===== config.mk =====
export PLATFORM = sky130hd
export DESIGN_NAME = wb_multi_commit
export DESIGN_NICKNAME = d
export VERILOG_FILES = /design/src/rtl/wb_multi_commit.sv
export SDC_FILE = /design/constraint.sdc
export NUM_CORES = 1
export LEC_CHECK = 0
export BUFFER_PORTS_ARGS = -buffer_cell sky130_fd_sc_hd__buf_4
export CAP_MARGIN = 10
export CORE_UTILIZATION = 32
export CTS_BUF_LIST = sky130_fd_sc_hd__clkbuf_8
export DETAILED_ROUTE_END_ITERATION = 16
export GPL_ROUTABILITY_DRIVEN = 0
export GPL_TIMING_DRIVEN = 0
export PLACE_DENSITY_LB_ADDON = 0.08
export REMOVE_ABC_BUFFERS = 1
export SLEW_MARGIN = 40
export SYNTH_ARGS = -nofsm -noshare
export SYNTH_HDL_FRONTEND = slang
export SYNTH_SLANG_ARGS = --single-unit

===== constraint.sdc =====
create_clock -name clk_i -period 2.8 [get_ports clk_i]
set_clock_uncertainty 0.1 [all_clocks]
set_input_delay 0.56 -clock clk_i [delete_from_list [all_inputs] [get_ports clk_i]]
set_output_delay 0.56 -clock clk_i [all_outputs]
set_load 0.02 [all_outputs]

===== src/rtl/wb_multi_commit.sv =====
// wb_multi_commit: round-robin writeback commit with trap/flush sequencing; ports: wb_* per-source requests in, rf_* register write, retire_o, trap_*, flush_o out
module wb_multi_commit #(
  parameter int NUM_PORTS    = 3,
  parameter int DATA_W       = 32,
  parameter int RF_ADDR_W    = 5,
  parameter int CAUSE_W      = 4,
  parameter int FLUSH_CYCLES = 2
) (
  input  logic                           clk_i,
  input  logic                           rst_i,
  input  logic [NUM_PORTS-1:0]           wb_valid_i,
  output logic [NUM_PORTS-1:0]           wb_ready_o,
  input  logic [NUM_PORTS-1:0]           wb_rd_we_i,
  input  logic [NUM_PORTS*RF_ADDR_W-1:0] wb_rd_addr_i,
  input  logic [NUM_PORTS*DATA_W-1:0]    wb_rd_data_i,
  input  logic [NUM_PORTS*DATA_W-1:0]    wb_pc_i,
  input  logic [NUM_PORTS-1:0]           wb_exc_i,
  input  logic [NUM_PORTS*CAUSE_W-1:0]   wb_cause_i,
  output logic                           rf_we_o,
  output logic [RF_ADDR_W-1:0]           rf_waddr_o,
  output logic [DATA_W-1:0]              rf_wdata_o,
  output logic                           retire_o,
  output logic                           trap_o,
  output logic [CAUSE_W-1:0]             trap_cause_o,
  output logic [DATA_W-1:0]              trap_pc_o,
  output logic                           flush_o
);
  localparam int PW = NUM_PORTS > 1 ? $clog2(NUM_PORTS) : 1;
  typedef enum logic [1:0] {RUN, TRAP, FLUSH} state_e;
  state_e state_q, state_d;
  logic [PW-1:0] ptr_q, ptr_d, sel;
  logic [PW:0] k;
  logic [3:0] cnt_q, cnt_d;
  logic found, grant, p_exc, wr;
  logic [RF_ADDR_W-1:0] p_addr, rf_waddr_q, rf_waddr_d;
  logic [DATA_W-1:0] p_data, rf_wdata_q, rf_wdata_d, tpc_q, tpc_d;
  logic [CAUSE_W-1:0] cause_q, cause_d;
  logic rf_we_q, rf_we_d, retire_q, retire_d, trap_q, trap_d;
  always_comb begin
    found = 1'b0;
    sel = '0;
    k = '0;
    for (int i = 0; i < NUM_PORTS; i++) begin
      k = {1'b0, ptr_q} + (PW+1)'(i);
      k = k >= (PW+1)'(NUM_PORTS) ? k - (PW+1)'(NUM_PORTS) : k;
      if (!found && wb_valid_i[k[PW-1:0]]) begin
        found = 1'b1;
        sel = k[PW-1:0];
      end
    end
    grant = found && state_q == RUN && !rst_i;
    wb_ready_o = '0;
    wb_ready_o[sel] = grant;
    p_exc = wb_exc_i[sel];
    p_addr = wb_rd_addr_i[sel*RF_ADDR_W +: RF_ADDR_W];
    p_data = wb_rd_data_i[sel*DATA_W +: DATA_W];
    wr = grant && !p_exc && wb_rd_we_i[sel] && p_addr != '0;
    rf_we_d = wr;
    rf_waddr_d = wr ? p_addr : '0;
    rf_wdata_d = wr ? p_data : '0;
    retire_d = grant && !p_exc;
    trap_d = grant && p_exc;
    cause_d = trap_d ? wb_cause_i[sel*CAUSE_W +: CAUSE_W] : '0;
    tpc_d = trap_d ? wb_pc_i[sel*DATA_W +: DATA_W] : '0;
    ptr_d = grant ? (sel == PW'(NUM_PORTS-1) ? '0 : sel + 1'b1) : ptr_q;
    state_d = state_q;
    cnt_d = cnt_q;
    if (trap_d) state_d = TRAP;
    else if (state_q == TRAP) begin
      state_d = FLUSH;
      cnt_d = 4'(FLUSH_CYCLES - 1);
    end else if (state_q == FLUSH) begin
      state_d = cnt_q == '0 ? RUN : FLUSH;
      cnt_d = cnt_q == '0 ? '0 : cnt_q - 1'b1;
    end
  end
  always_ff @(posedge clk_i) begin
    if (rst_i) begin
      state_q <= RUN;
      ptr_q <= '0;
      cnt_q <= '0;
      rf_we_q <= 1'b0;
      rf_waddr_q <= '0;
      rf_wdata_q <= '0;
      retire_q <= 1'b0;
      trap_q <= 1'b0;
      cause_q <= '0;
      tpc_q <= '0;
    end else begin
      state_q <= state_d;
      ptr_q <= ptr_d;
      cnt_q <= cnt_d;
      rf_we_q <= rf_we_d;
      rf_waddr_q <= rf_waddr_d;
      rf_wdata_q <= rf_wdata_d;
      retire_q <= retire_d;
      trap_q <= trap_d;
      cause_q <= cause_d;
      tpc_q <= tpc_d;
    end
  end
  assign rf_we_o = rf_we_q;
  assign rf_waddr_o = rf_waddr_q;
  assign rf_wdata_o = rf_wdata_q;
  assign retire_o = retire_q;
  assign trap_o = trap_q;
  assign trap_cause_o = cause_q;
  assign trap_pc_o = tpc_q;
  assign flush_o = state_q != RUN;
endmodule

# --- After elaboration in Yosys (flattened, before gate mapping) ---
# Cells that the tools add are included.
word_totals:
  ff_bits: 84
  input_bits: 230
  output_inout_bits: 80
  word_cells: 89
op_classes:
  n_addsub: 7
  n_mul: 1
  order_cmp: 8
  eq_ne: 3
  shift: 4
  n_mux: 29
  bitwise: 3
  n_reduce_logical: 23
op_table:
  columns: ["cell", "n"]
  rows:
  - ["96-bit by 8-bit variable part select with 32-bit output", 2]
  - ["2-bit two-way mux", 10]
  - ["15-bit by 6-bit variable part select with 5-bit output", 1]
  - ["2-bit by 3-bit < comparator with 1-bit output, second input constant", 4]
  - ["4-bit two-way mux", 3]
  - ["12-bit by 5-bit variable part select with 4-bit output", 1]
  - ["1-bit binary-select mux with 2-bit select", 5]
  - ["1-bit two-way mux", 10]
  - ["1-bit logical AND", 9]
  - ["3-bit by 2-bit greater-or-equal comparator with 1-bit output, second input constant", 2]
  - ["2-bit OR reduction", 3]
  - ["2-bit subtractor, second input constant", 3]
  - ["2-bit by 3-bit multiplier with 5-bit output, second input constant", 1]
  - ["5-bit nonzero test", 1]
  - ["2-bit equality test, second input constant", 2]
  - ["1-bit zero test", 4]
  - ["4-bit zero test", 1]
  - ["2-bit nonzero test", 2]
  - ["4-bit by 1-bit subtractor with 4-bit output, second input constant", 1]
  - ["2-bit by 1-bit adder with 3-bit output, second input constant", 1]
  - ["2-bit by 2-bit adder with 3-bit output, second input constant", 1]
  - ["3-bit bitwise AND", 1]
  - ["3-bit nonzero test", 1]
  - ["2-bit by 1-bit adder with 2-bit output, second input constant", 1]
  - ["7 further kinds", 8]

# --- Depth between registers and ports, before layout ---
logic_depth:
  word_depth: 19
  mapped_depth: 12
  depth_no_buf: 10

# --- Worst setup path before layout ---
# Ideal clock, no wire load.
synth_path:
  kind: "register -> output"
  startpoint: "register ptr_q[0]"
  endpoint: "output wb_ready_o[2]"
  arrival_time_ns: 2.474
  required_time_ns: 2.140
  path_slack_ns: -0.334
  path_stages_with_launch: 11
  path_buffers: 3
  cell_sequence: "dfxtp_1 inv_1 ha_1 mux2i_1 o22ai_1 a21oi_1 nor2_1 clkbuf_1 clkbuf_1 clkbuf_1 nor3_1"
synth_between:
  elab_chain_cells: 16
  word_cells_on_any_way: 35
  cone_classes: "5 x add/sub; 5 x order compare; 17 x mux; 1 x bitwise; 7 x reduce/logical"
synth_lines:
  columns: ["element", "line", "rtl"]
  rows:
  - ["start: declaration", "31", "logic [PW-1:0] ptr_q, ptr_d, sel;"]
  - ["start signal: assignment", "91", "ptr_q <= ptr_d;"]
  - ["branches (longest 15 deep; another with 2-bit by 1-bit adder with 3-bit output)", null, null]
  - ["3-bit bitwise AND (no line) *", null, null]
  - ["end: declaration", "12", "output logic [NUM_PORTS-1:0] wb_ready_o,"]
# Mark *: on every way between the ends. The select of a mux whose other input is x is not followed.

# --- Worst setup path after layout ---
layout_path:
  startpoint: "register ptr_q[1]"
  endpoint: "register rf_wdata_q[22] (netlist: rf_wdata_o[22])"
layout_between:
  elab_chain_cells: 19
  word_cells_on_any_way: 43
  cone_classes: "5 x add/sub; 1 x mul; 3 x order compare; 2 x shift; 19 x mux; 1 x bitwise; 12 x reduce/logical"
layout_lines:
  columns: ["element", "line", "rtl"]
  rows:
  - ["branches (longest 19 deep; another with 2-bit by 3-bit multiplier with 5-bit output)", null, null]
  - ["end signal: assignment", "95", "rf_wdata_q <= rf_wdata_d;"]
  - ["end: declaration", "36", "logic [DATA_W-1:0] p_data, rf_wdata_q, rf_wdata_d, tpc_q, tpc_d;"]
# Several ways; the timed one is not identified. The select of a mux whose other input is x is not followed.
# A chain may end at the register's enable or synchronous reset.

==> results by stage <==
Power:
- The reported leakage power is 3.71 nW.
- Dividing total power by cell area gives a power density of 1060 nW/um^2.
- The worst ir drop on vdd is 0.785 mV.

Yosys:
- The distinct cell type count of the synthesized netlist is 47.
- Counting flops with an async set or reset pin after synthesis yields a share of 0.
- The synthesized design contains 84 register bits.
- Among all flip-flop cells after synthesis, the most frequent one is dfxtp_1.
- The synthesized design spends more area on one cell type than any other, namely dfxtp_1.
- After synthesis, the cell types taking the most area are dfxtp_1 (38%), mux2i_1 (18%), a2111oi_4 (8.1%), nor2_1 (7.4%), a211oi_1 (6.8%).
- Of the post-synthesis cell area, the dominant cell type holds 0.379.
- For this run, the number of Yosys warnings is 0.
- The count of flip-flops with a built-in enable after synthesis is 0.
- The cell area after technology mapping is 4430 sq um.
- The post-synthesis cell count is 448.
- The portion of the post-synthesis area used by sequential elements is 0.379.
- The synthesized area per cell is 9.90 sq um.

Cells and area:
- The number of inserted filler cells in the final layout is 1063.
- The share of layout cells above drive strength 1 is 0.590.
- The antenna diode count is 0.
- The net count of the finished layout is 1037.
- The signed area change from the synthesized netlist to the final layout is 92.6%.

GRT:
- The pin count of the biggest net entering global routing is 27.
- The overflow left after global routing is 0.
- Across every metal layer, demand over resource in global routing totals 0.231.
- The first global-routing pass estimated 25.5 mm of wire.
- The initial antenna violation count was 0.
- The number of global-route vias before repair is 4933.

Place:
- Summed over all nets, the half-perimeter wirelength after detailed placement is 12.3 mm.
- The worst setup slack before clock tree synthesis is -0.903 ns.
- Buffers placed on the I/O ports in this run total 309.

Drt:
- The post-detailed-route count of antenna-violating nets is 0.
- The detailed-router iteration count before antenna repair is 4.
- For this run, design rule violations remaining after detail routing come to 0.
- In the routed layout, each cell is associated on average with a via count of 4.92.
- The number of DRC markers in iteration 0 is 201.
- For this block, the via count after detailed routing is 4826.
- Dividing the detail-routed wire length by the instance count gives 17.5 microns.
- Summed over all layers, the routed wires come to 17.2 mm.

STA:
- The routed design could run at a clock period as short as 2.99 ns.
- The relative slew slack is 0.749.
- The final count of pins violating max slew came to 0.
- The transition time at the pin with the least slew margin is 0.373 ns.
- The final clock period utilization by the worst path is 1.07.
- The final count of hold timing violations is 0.
- The timing-limited maximum frequency is 335 MHz.
- The minimum setup slack in the final design is -0.186 ns.
- The worst hold margin is 0.343 ns.
- Setup repair after global routing could not meet its margin everywhere.
- Setup violations remaining at the end of the flow were counted as 38.

Clock tree:
- The clock net sink count is 84.
- The number of buffers added by the clock tree synthesis step is 9.
- The clock tree synthesis step divided the H-tree into 3 levels.
- The clock tree buffer depth is 2.
- The cell at the root of the clock tree is clkbuf_8.
- Hold repair after CTS inserted 0 buffers.
- For the worst-skew pair, the clock arrives at the later sink with an insertion delay of 0.37 ns.
- TritonCTS built the clock tree.
- After clock tree synthesis, the clock-pin slew on the worst setup and hold paths is 0.09 ns.

Setup path:
- For the worst flop-to-flop path, the logic depth is 14.
- The standard cell with the maximum stage delay on the critical path is dfxtp_4.
- Data arrives at the worst endpoint at 3.15 ns.
- On the worst path, the slowest cell contributes a delay of 0.37 ns.
- Walking the worst path, the cells encountered are inv_4 -> ha_4 -> mux2_4 -> o311a_4 -> o21bai_4 -> buf_6 -> buf_12 -> mux2_4 -> a21oi_4 -> a21oi_4 -> buf_8 -> buf_12 -> buf_12 -> a2111oi_4.
- At the worst endpoint, the required time is 2.97 ns.
- The capturing element type of the critical path is a flip-flop.
- The worst setup path is of the reg -> reg kind.
- The most numerous cell type found on the critical path is buf_12.
- The worst setup path is launched from a flip-flop.
- Of all nets on the critical path, the largest fanout is 6.

Hold path:
- The worst hold path class is in -> reg.
- The worst hold path cell count is 2.

Floorplanning:
- The initial core utilization is 0.331.
- The vertical extent of the die is 120 microns.
- The die footprint is 14300 sq um.
- The number of primary I/O pins is 310.
- Measured along the x axis, the die boundary spans 120 microns.
- After floorplanning, the core was divided into 42 placement rows.
- After floorplanning, the core was sized to cover 13400 sq um.

Flow run:
- Across the run, the number of max-cap violations was 0.

Status:
- The checks that failed: negative setup slack.
- The run finished, with violations left.
## state kept, by name, indices dropped and copies added, names as in the netlist
register / flops
rf_we_o: 1
retire_o: 1
ptr_q: 2
trap_pc_o: 32
cnt_q: 4
trap_o: 1
rf_waddr_o: 5
rf_wdata_o: 32
state_q: 2
trap_cause_o: 4
## metal layers
metal | wire length, microns | vias up | track usage
met3 | 1150 | 33 | 0.0542
li1 | - | 2360 | -
met5 | 0 | - | 0
met4 | 424 | 0 | 0.0906
met1 | 6380 | 2235 | 0.249
met2 | 9250 | 198 | 0.433
## path summary, 6_finish.rpt
path                            startpoint        endpoint  slack (ns)
worst max-delay path              ptr_q[1]  rf_wdata_o[22]       -0.19
worst min register to register  state_q[1]      state_q[1]        0.43
worst max register to register    ptr_q[1]  rf_wdata_o[22]       -0.19
worst min-delay path                 rst_i        ptr_q[0]        0.34
## area by class of cell
cell class | instances | area [sq um] | area share
Tap cell | 176 | 220 | 0.0258
Timing Repair Buffer | 378 | 3270 | 0.383
Sequential cell | 84 | 1690 | 0.198
Inverter | 11 | 43.8 | 0.00513
Clock buffer | 9 | 124 | 0.0145
Clock inverter | 7 | 52.6 | 0.00615
Multi-Input combinational cell | 315 | 3140 | 0.368
## cells by family (layout without fill, tap and decap cells)
group / Yosys count / after routing / synth area share
AO/OA/AOI/OAI: 100 / 100 / 0.239
adder cells (fa/ha/maj): 8 / 8 / 0.0226
buffers and inverters: 49 / 405 / 0.0485
flip-flops: 84 / 84 / 0.379
multiplexers: 81 / 81 / 0.185
AND/OR/NAND/NOR: 126 / 126 / 0.126
## synth_stat cells (all sizes together) (3+ instances only)
library cell	count
inv	11
mux2	3
a21oi	6
mux2i	78
a2111oi	32
nor3	5
dfxtp	84
nor2	87
nor4	4
a211oi	40
nand2	8
clkbuf	23
nand2b	4
buf	15
nor2b	5
o21ai	4
ha	8
o21bai	3
## power breakdown
part,internal (mW),total (mW),switching [mW],leakage [nW]
clock,0.325,0.807,0.482,0.0779
sequential,1.58,1.71,0.135,0.685
combinational,3.11,6.51,3.40,2.95
## critical path: cells and delay by family (launching register included)
| family | cells | cell delay [ns] |
|---|---|---|
| compound gates | 5 | 0.87 |
| fa+ha+maj | 1 | 0.17 |
| buf+inv | 6 | 0.71 |
| flops | 1 | 0.37 |
| mux | 2 | 0.64 |
## per-stage QoR
step                      total power, mW  area (sq um)  TNS, ns  std cells   util
after floorplan                      4.09          4260  -577.11        410      -
after global placement               5.02          6800  -871.44        895  0.507
after detailed placement             6.52          7190   -44.49        913  0.537
after CTS                            8.79          8380    -5.21        966  0.625
after global routing                 9.51          8540    -7.92        980  0.637
final                                9.03          8540    -4.80        980  0.637
## repair_timing
action,CTS,global route
pin swaps,21,20
buffers inserted,34,14
endpoints found under the setup margin,84,68
cloned,3,1
hold endpoints to repair,0,0
gates resized for setup,104,13
## layout by cell type (no fill, tap or decap), drive strengths merged, types with 5 or more instances in the layout
master	count
a2111oi	32
a211oi	40
a21oi	6
buf	377
clkbuf	10
dfxtp	84
ha	8
inv	12
mux2i	78
nand2	8
nor2	87
nor2b	5
nor3	5
No activity file was read; power rests on OpenSTA's default activity.
